`config.mk`:
```
export PLATFORM = sky130hd
export DESIGN_NAME = regfile_scoreboard_flat
export DESIGN_NICKNAME = d
export VERILOG_FILES = /design/src/rtl/rv_pkg.sv /design/src/rtl/regfile_scoreboard_if.sv /design/src/rtl/regfile_scoreboard_counter.sv /design/src/rtl/regfile_scoreboard.sv /design/src/flat_wrapper.sv
export SDC_FILE = /design/constraint.sdc
export NUM_CORES = 1
export LEC_CHECK = 0
export ABC_AREA = 1
export CAP_MARGIN = 10
export CORE_AREA = 3 3 152 168
export DETAILED_ROUTE_END_ITERATION = 8
export DIE_AREA = 0 0 155 171
export GPL_TIMING_DRIVEN = 0
export REMOVE_ABC_BUFFERS = 1
export SLEW_MARGIN = 15
export SYNTH_ARGS = -nofsm -noshare
export SYNTH_HDL_FRONTEND = slang
export SYNTH_SLANG_ARGS = --single-unit
```
`constraint.sdc`:
```
create_clock -name clock -period 8.6 [get_ports clock]
set_input_delay 1.72 -clock clock [delete_from_list [all_inputs] [get_ports clock]]
set_output_delay 1.72 -clock clock [all_outputs]
set_load 0.01 [all_outputs]
```
`src/rtl/rv_pkg.sv`:
```
// Register-file constants shared by the decode-stage scoreboard and its bench.
// regOneHot turns a register index into a one-hot vector, never selecting x0.
package rv_pkg;

  localparam int REG_ADDR_W    = 5;
  localparam int NUM_ARCH_REGS = 32;
  localparam logic [REG_ADDR_W-1:0] REG_ZERO = 5'd0;

  function automatic logic [NUM_ARCH_REGS-1:0] regOneHot(input logic [REG_ADDR_W-1:0] r,
                                                         input logic en);
    logic [NUM_ARCH_REGS-1:0] v;
    v    = '0;
    v[r] = en;
    v[0] = 1'b0;
    return v;
  endfunction

endpackage

```
`src/rtl/regfile_scoreboard_if.sv`:
```
// Decode/writeback/kill bundle between the pipeline (master) and the scoreboard (slave).
interface regfile_scoreboard_if
  import rv_pkg::*;
#(
  parameter int STAT_W = 32
) ();

  logic                     issue_valid;
  logic [REG_ADDR_W-1:0]    issue_rs1;
  logic [REG_ADDR_W-1:0]    issue_rs2;
  logic                     issue_use_rs1;
  logic                     issue_use_rs2;
  logic                     issue_wr_rd;
  logic [REG_ADDR_W-1:0]    issue_rd;
  logic                     issue_stall;
  logic                     wb_valid;
  logic [REG_ADDR_W-1:0]    wb_rd;
  logic                     kill_valid;
  logic [REG_ADDR_W-1:0]    kill_rd;
  logic [NUM_ARCH_REGS-1:0] busy_mask;
  logic                     err_underflow;
  logic [STAT_W-1:0]        stall_cycles;

  modport master (
    output issue_valid, issue_rs1, issue_rs2, issue_use_rs1, issue_use_rs2,
           issue_wr_rd, issue_rd, wb_valid, wb_rd, kill_valid, kill_rd,
    input  issue_stall, busy_mask, err_underflow, stall_cycles
  );

  modport slave (
    input  issue_valid, issue_rs1, issue_rs2, issue_use_rs1, issue_use_rs2,
           issue_wr_rd, issue_rd, wb_valid, wb_rd, kill_valid, kill_rd,
    output issue_stall, busy_mask, err_underflow, stall_cycles
  );

endinterface

```
`src/rtl/regfile_scoreboard_counter.sv`:
```
// One in-flight write counter: +inc, -dec_wb, -dec_kill applied together at the edge.
// Excess decrements clamp at zero and pulse underflow for the sticky error.
module sb_counter #(
  parameter int CNT_W = 2
) (
  input  logic             clock,
  input  logic             reset,
  input  logic             inc,
  input  logic             dec_wb,
  input  logic             dec_kill,
  output logic [CNT_W-1:0] count,
  output logic             underflow
);

  localparam logic [CNT_W:0] CNT_MAX = (CNT_W+1)'((1 << CNT_W) - 1);

  logic [CNT_W-1:0] count_q, count_d;
  logic [CNT_W:0]   total, decSum, diff;

  always_comb begin
    total     = (CNT_W+1)'(count_q) + (CNT_W+1)'(inc);
    decSum    = (CNT_W+1)'(dec_wb) + (CNT_W+1)'(dec_kill);
    diff      = total - decSum;
    underflow = decSum > total;
    count_d   = count_q;
    if (underflow) begin
      count_d = '0;
    end else if (diff > CNT_MAX) begin
      count_d = CNT_MAX[CNT_W-1:0];
    end else begin
      count_d = diff[CNT_W-1:0];
    end
  end

  always_ff @(posedge clock or posedge reset) begin
    if (reset) begin
      count_q <= '0;
    end else begin
      count_q <= count_d;
    end
  end

  assign count = count_q;

endmodule

```
`src/rtl/regfile_scoreboard.sv`:
```
// Decode-stage scoreboard: per-register pending-write counters for x1..x31, RAW and
// rd-saturation stall, busy mask, sticky underflow flag and a wrapping stall counter.
module regfile_scoreboard
  import rv_pkg::*;
#(
  parameter int CNT_W     = 2,
  parameter int WB_BYPASS = 1,
  parameter int STAT_W    = 32
) (
  input logic                 clock,
  input logic                 reset,
  regfile_scoreboard_if.slave sb
);

  localparam logic [CNT_W-1:0] CNT_SAT = '1;
  localparam logic [CNT_W-1:0] CNT_ONE = CNT_W'(1);

  logic [CNT_W-1:0]         cnt [NUM_ARCH_REGS];
  logic [NUM_ARCH_REGS-1:0] incVec, wbVec, killVec, uflVec, busyVec, readBusy;
  logic                     rdSat, issueStall, accept;
  logic                     err_q, err_d;
  logic [STAT_W-1:0]        stallCycles_q, stallCycles_d;

  assign cnt[0]    = '0;
  assign uflVec[0] = 1'b0;

  // A retiring write that empties its counter is visible to this cycle's read when bypassing.
  always_comb begin
    busyVec  = '0;
    readBusy = '0;
    for (int r = 0; r < NUM_ARCH_REGS; r++) begin
      busyVec[r]  = cnt[r] != '0;
      readBusy[r] = busyVec[r];
      if (WB_BYPASS != 0 && wbVec[r] && !killVec[r] && cnt[r] == CNT_ONE) begin
        readBusy[r] = 1'b0;
      end
    end
  end

  always_comb begin
    rdSat      = sb.issue_wr_rd && (sb.issue_rd != REG_ZERO) && (cnt[sb.issue_rd] == CNT_SAT);
    issueStall = sb.issue_valid && ((sb.issue_use_rs1 && readBusy[sb.issue_rs1]) ||
                                    (sb.issue_use_rs2 && readBusy[sb.issue_rs2]) ||
                                    rdSat);
    accept     = sb.issue_valid && !issueStall;
    incVec     = regOneHot(sb.issue_rd, accept && sb.issue_wr_rd);
    wbVec      = regOneHot(sb.wb_rd, sb.wb_valid);
    killVec    = regOneHot(sb.kill_rd, sb.kill_valid);
  end

  for (genvar g = 1; g < NUM_ARCH_REGS; g++) begin : g_cnt
    sb_counter #(
      .CNT_W(CNT_W)
    ) u_cnt (
      .clock    (clock),
      .reset    (reset),
      .inc      (incVec[g]),
      .dec_wb   (wbVec[g]),
      .dec_kill (killVec[g]),
      .count    (cnt[g]),
      .underflow(uflVec[g])
    );
  end

  always_comb begin
    err_d         = err_q || (|uflVec);
    stallCycles_d = stallCycles_q + STAT_W'(sb.issue_valid && issueStall);
  end

  always_ff @(posedge clock or posedge reset) begin
    if (reset) begin
      err_q         <= 1'b0;
      stallCycles_q <= '0;
    end else begin
      err_q         <= err_d;
      stallCycles_q <= stallCycles_d;
    end
  end

  assign sb.issue_stall   = issueStall;
  assign sb.busy_mask     = busyVec;
  assign sb.err_underflow = err_q;
  assign sb.stall_cycles  = stallCycles_q;

endmodule

```
`src/flat_wrapper.sv`:
```
// flat-port wrapper written by rule: the top's interface ports become plain ports
module regfile_scoreboard_flat import rv_pkg::*;
#(
  parameter int CNT_W     = 2,
  parameter int WB_BYPASS = 1,
  parameter int STAT_W    = 32
)
  (clock, reset, sb_issue_valid, sb_issue_rs1, sb_issue_rs2, sb_issue_use_rs1, sb_issue_use_rs2, sb_issue_wr_rd, sb_issue_rd, sb_wb_valid, sb_wb_rd, sb_kill_valid, sb_kill_rd, sb_issue_stall, sb_busy_mask, sb_err_underflow, sb_stall_cycles);
  regfile_scoreboard_if #(.STAT_W(STAT_W)) sb_i ();
  input logic clock;
  input logic reset;
  input wire logic [$bits(sb_i.issue_valid)-1:0] sb_issue_valid;
  input wire logic [$bits(sb_i.issue_rs1)-1:0] sb_issue_rs1;
  input wire logic [$bits(sb_i.issue_rs2)-1:0] sb_issue_rs2;
  input wire logic [$bits(sb_i.issue_use_rs1)-1:0] sb_issue_use_rs1;
  input wire logic [$bits(sb_i.issue_use_rs2)-1:0] sb_issue_use_rs2;
  input wire logic [$bits(sb_i.issue_wr_rd)-1:0] sb_issue_wr_rd;
  input wire logic [$bits(sb_i.issue_rd)-1:0] sb_issue_rd;
  input wire logic [$bits(sb_i.wb_valid)-1:0] sb_wb_valid;
  input wire logic [$bits(sb_i.wb_rd)-1:0] sb_wb_rd;
  input wire logic [$bits(sb_i.kill_valid)-1:0] sb_kill_valid;
  input wire logic [$bits(sb_i.kill_rd)-1:0] sb_kill_rd;
  output wire logic [$bits(sb_i.issue_stall)-1:0] sb_issue_stall;
  output wire logic [$bits(sb_i.busy_mask)-1:0] sb_busy_mask;
  output wire logic [$bits(sb_i.err_underflow)-1:0] sb_err_underflow;
  output wire logic [$bits(sb_i.stall_cycles)-1:0] sb_stall_cycles;
  assign sb_i.issue_valid = sb_issue_valid;
  assign sb_i.issue_rs1 = sb_issue_rs1;
  assign sb_i.issue_rs2 = sb_issue_rs2;
  assign sb_i.issue_use_rs1 = sb_issue_use_rs1;
  assign sb_i.issue_use_rs2 = sb_issue_use_rs2;
  assign sb_i.issue_wr_rd = sb_issue_wr_rd;
  assign sb_i.issue_rd = sb_issue_rd;
  assign sb_i.wb_valid = sb_wb_valid;
  assign sb_i.wb_rd = sb_wb_rd;
  assign sb_i.kill_valid = sb_kill_valid;
  assign sb_i.kill_rd = sb_kill_rd;
  assign sb_issue_stall = sb_i.issue_stall;
  assign sb_busy_mask = sb_i.busy_mask;
  assign sb_err_underflow = sb_i.err_underflow;
  assign sb_stall_cycles = sb_i.stall_cycles;
  regfile_scoreboard #(.CNT_W(CNT_W), .WB_BYPASS(WB_BYPASS), .STAT_W(STAT_W)) u_core (.clock(clock), .reset(reset), .sb(sb_i));
endmodule
```
==> metrics.md <==
| Metric | Value |
|---|---|
| Outcome | complete, no violations |
| Htree depth | 3 |
| Cts bufs inserted | 9 |
| Row cnt | 59 |
| Drt total wl | 29000 um |
| Die width | 155 um |
| # setup viols final | 0 |
| Pre-antenna DRT Iters | 5 |
| Data arrival time at the worst-slack endpoint | 5280 ps |
| Core Util, Final | 51.4% |
| Initial DRC count | 549 |
| Number of global-route vias before repair | 9112 |
| Total of max-cap violations | 0 |
| Core Footprint | 23800 um^2 |
| GPL Wtd Cong | 0.950 |
| Via count | 9093 |
| Post-CTS Resized | 0 |
| Tot GR Track Use | 22.8% |
| Nets@finish | 1745 |
| F_max | 143 MHz |
| Unrepaired setup endpoints after global routing | false |
| Post-CTS setup buffers | 0 |
| Worst-path fanout max | 5 |
| Slew margin rel. | 23.3% |
| Ant diodes | 0 |
| CTS tree | done |
| Slew @ Worst Pin | 1150 ps |
| Pin count of the biggest net entering global routing | 53 |
| YS warnings | 0 |
| Final Power | 2790 uW |
| Worst VDD drop | 0.000133 V |
| Final TNS setup | 0 ps |
| Clock Skew | 17.9 ps |
| Area grow syn2layout | 14.4% |
| Placed cells | 1787 |
| Crit Path Class | in -> out |
| Worst Path Required | 6880 ps |
| Crit. End Element | output pin |
| Layout cell share with drive strength beyond 1 | 4.34% |
| Synth unique cells | 34 |
| Finished Layout Cells | 1803 |
| Clk slew on worst S/H paths | 80 ps |
| FF+latch area | 2380 um^2 |
| Hold Path Depth | 1 |
| Clock Tree Buf Depth | 2 |
| Die Area | 26500 um^2 |
| PwrDens | 227 nW/um^2 |
| Final hold viol count | 0 |
| Routed Antenna Nets | 0 |
| Antenna violations before repair | 0 |
| Sequential area share after synthesis | 22.2% |
| Chip Height | 171 um |
| Clk sinks | 95 |
| Routed length per placed instance | 16.1 um |
| DRC | 0 |
| Synth area leader | dfrtp_1 |
| Hold_buf cts | 0 |
| Mean number of vias per cell | 5.04 |
| Final Cycle Share | 81.5% |
| Mapped Cells | 1404 |
| Worst R2R Path Depth | 17 |
| Synth Cell Area | 10700 um^2 |
| DP Worst Slack | 1610 ps |
| Initial Util | 44.9% |
| Total grt overflow | 0 |
| I/O pin total | 99 |
| Final min period | 7000 ps |
| Hold/Removal Path Class | reg -> reg |
| Share of the synthesized area in the top cell type | 22.2% |
| Filler Cells Inserted | 2351 |
| Area occupied by multi-input gates | 6710 um^2 |
| Syn_area_per_cell | 7.63 um^2 |
| Fin worst setup slack | 1600 ps |
| FF+latch count, synth | 95 |
| Leak Pwr | 0.00660 uW |
| Root buf cell | clkbuf_16 |
| Port bufs | 97 |
| Pins Over Slew Limit | 0 |
| Post-DP HPWL | 22900 um |
| Critical path launch point type | input pin |
| Worst skew pair latency | 380 ps |
| Synth area leaders | dfrtp_1 (22%), ha_1 (18%), inv_1 (14%) |
| First-pass GRT wire length | 47500 um |
## logic make-up after synthesis
| kind of cell | synth area share (%) |
|---|---|
| other | 0.0350 |
| AOI/OAI and AO/OA | 7.94 |
| buffers and inverters | 15.1 |
| xor gates and xnor gates | 4.99 |
| adders and majority gates | 29.9 |
| and+or+nand+nor | 19.8 |
| DFF | 22.2 |
## path summary, 6_finish.rpt
| check | slack [ps] | to | startpoint |
|---|---|---|---|
| min reg2reg | 500 | u_core.sb.stall_cycles[31]$_DFF_PP0_ | u_core.sb.stall_cycles[31]$_DFF_PP0_ |
| max in group asynchronous | 6200 | u_core.g_cnt[4].u_cnt.count[1]$_DFF_PP0_ | reset |
| max reg2reg | 4480 | u_core.sb.err_underflow$_DFF_PP0_ | u_core.g_cnt[10].u_cnt.count[1]$_DFF_PP0_ |
| min | 500 | u_core.sb.stall_cycles[31]$_DFF_PP0_ | u_core.sb.stall_cycles[31]$_DFF_PP0_ |
| max | 1600 | sb_issue_stall | sb_kill_rd[4] |
| min in group asynchronous | 1740 | u_core.sb.stall_cycles[14]$_DFF_PP0_ | reset |
## layout make-up
type	count	area share, %
Multi-Input combinational cell	895	54.8
Sequential cell	95	19.4
Inverter	394	12.1
Timing Repair Buffer	98	8.15
Tap cell	305	3.12
Clock buffer	9	1.84
Clock inverter	7	0.592
## cells in the mapped netlist
| cell | instances |
|---|---|
| nand4_1 | 12 |
| xor2_1 | 19 |
| nor2_1 | 103 |
| buf_4 | 5 |
| nand3_1 | 100 |
| nor3_1 | 24 |
| buf_2 | 7 |
| inv_2 | 2 |
| clkbuf_1 | 3 |
| nand4_2 | 1 |
| a22oi_1 | 26 |
| o21ai_0 | 80 |
| nand2_1 | 201 |
| nor2_4 | 2 |
| a21oi_1 | 4 |
| nor4_2 | 4 |
| xnor2_1 | 42 |
| ha_1 | 157 |
| a31o_2 | 13 |
| fa_1 | 62 |
| nand3_2 | 3 |
| o211ai_1 | 1 |
| o31ai_1 | 1 |
| dfrtp_1 | 95 |
| nand2_2 | 1 |
| o21bai_1 | 9 |
| nor4_1 | 2 |
| nor2_2 | 19 |
| inv_1 | 392 |
| nand4_4 | 1 |
| or2_2 | 1 |
| buf_6 | 5 |
| a31oi_1 | 6 |
| conb_1 | 1 |
## stage by stage
step / hold WS (ps) / cell area (um^2)
after floorplan: 507 / 10600
after global placement: 487 / 11900
after detailed placement: 490 / 12000
after CTS: 504 / 12200
after global routing: 532 / 12200
final: 500 / 12200
## state kept, by name, indices dropped and copies added, names as in the netlist
register,count
u_core.g_cnt.u_cnt.count,62
u_core.sb.err_underflow,1
u_core.sb.stall_cycles,32
## where the power goes
| part | leakage [uW] | switching (uW) | internal, uW | total (uW) |
|---|---|---|---|---|
| logic | 0.00520 | 883 | 679 | 1560 |
| clock network | 0.000143 | 221 | 206 | 427 |
| registers | 0.00126 | 192 | 604 | 796 |
| total | 0.00660 | 1300 | 1490 | 2790 |
## worst max-delay path, stage by stage
cell and delay (ps):
clkdlybuf4s50_1 580, inv_1 120, nor3_1 370, inv_1 160, nor2_1 200, inv_1 60, ha_1 180, o21ai_0 360
nand2_1 90, nand3_1 100, nand2_1 80, nand2_1 60, nand3_1 70, nand3_1 90, nand3_1 170, nand3_1 130
nand2_1 110, inv_1 70, clkdlybuf4s50_1 530
## placed cells by master, fill, tap and decap left out, drive strengths merged
cell type,count
o21ai,80
nand3,103
clkbuf,9
a31oi,6
dfrtp,95
buf,1
nand2,202
nand4,14
xnor2,42
o211ai,1
inv,398
a22oi,26
fa,62
nor2,124
or2,1
clkinvlp,1
nor3,24
clkinv,2
o31ai,1
a31o,13
o21bai,9
a21oi,4
ha,157
clkdlybuf4s50,97
nor4,6
xor2,19
conb,1
## routing by layer
layer / routed length, um / GRT usage (%) / vias to the layer above
li1: - / - / 4492
met1: 13200 / 30.8 / 4308
met2: 13700 / 38.4 / 249
met3: 1390 / 2.33 / 44
met4: 741 / 7.37 / 0
met5: 0 / 0 / -
Note: power is estimated with default switching activity, not from simulation.
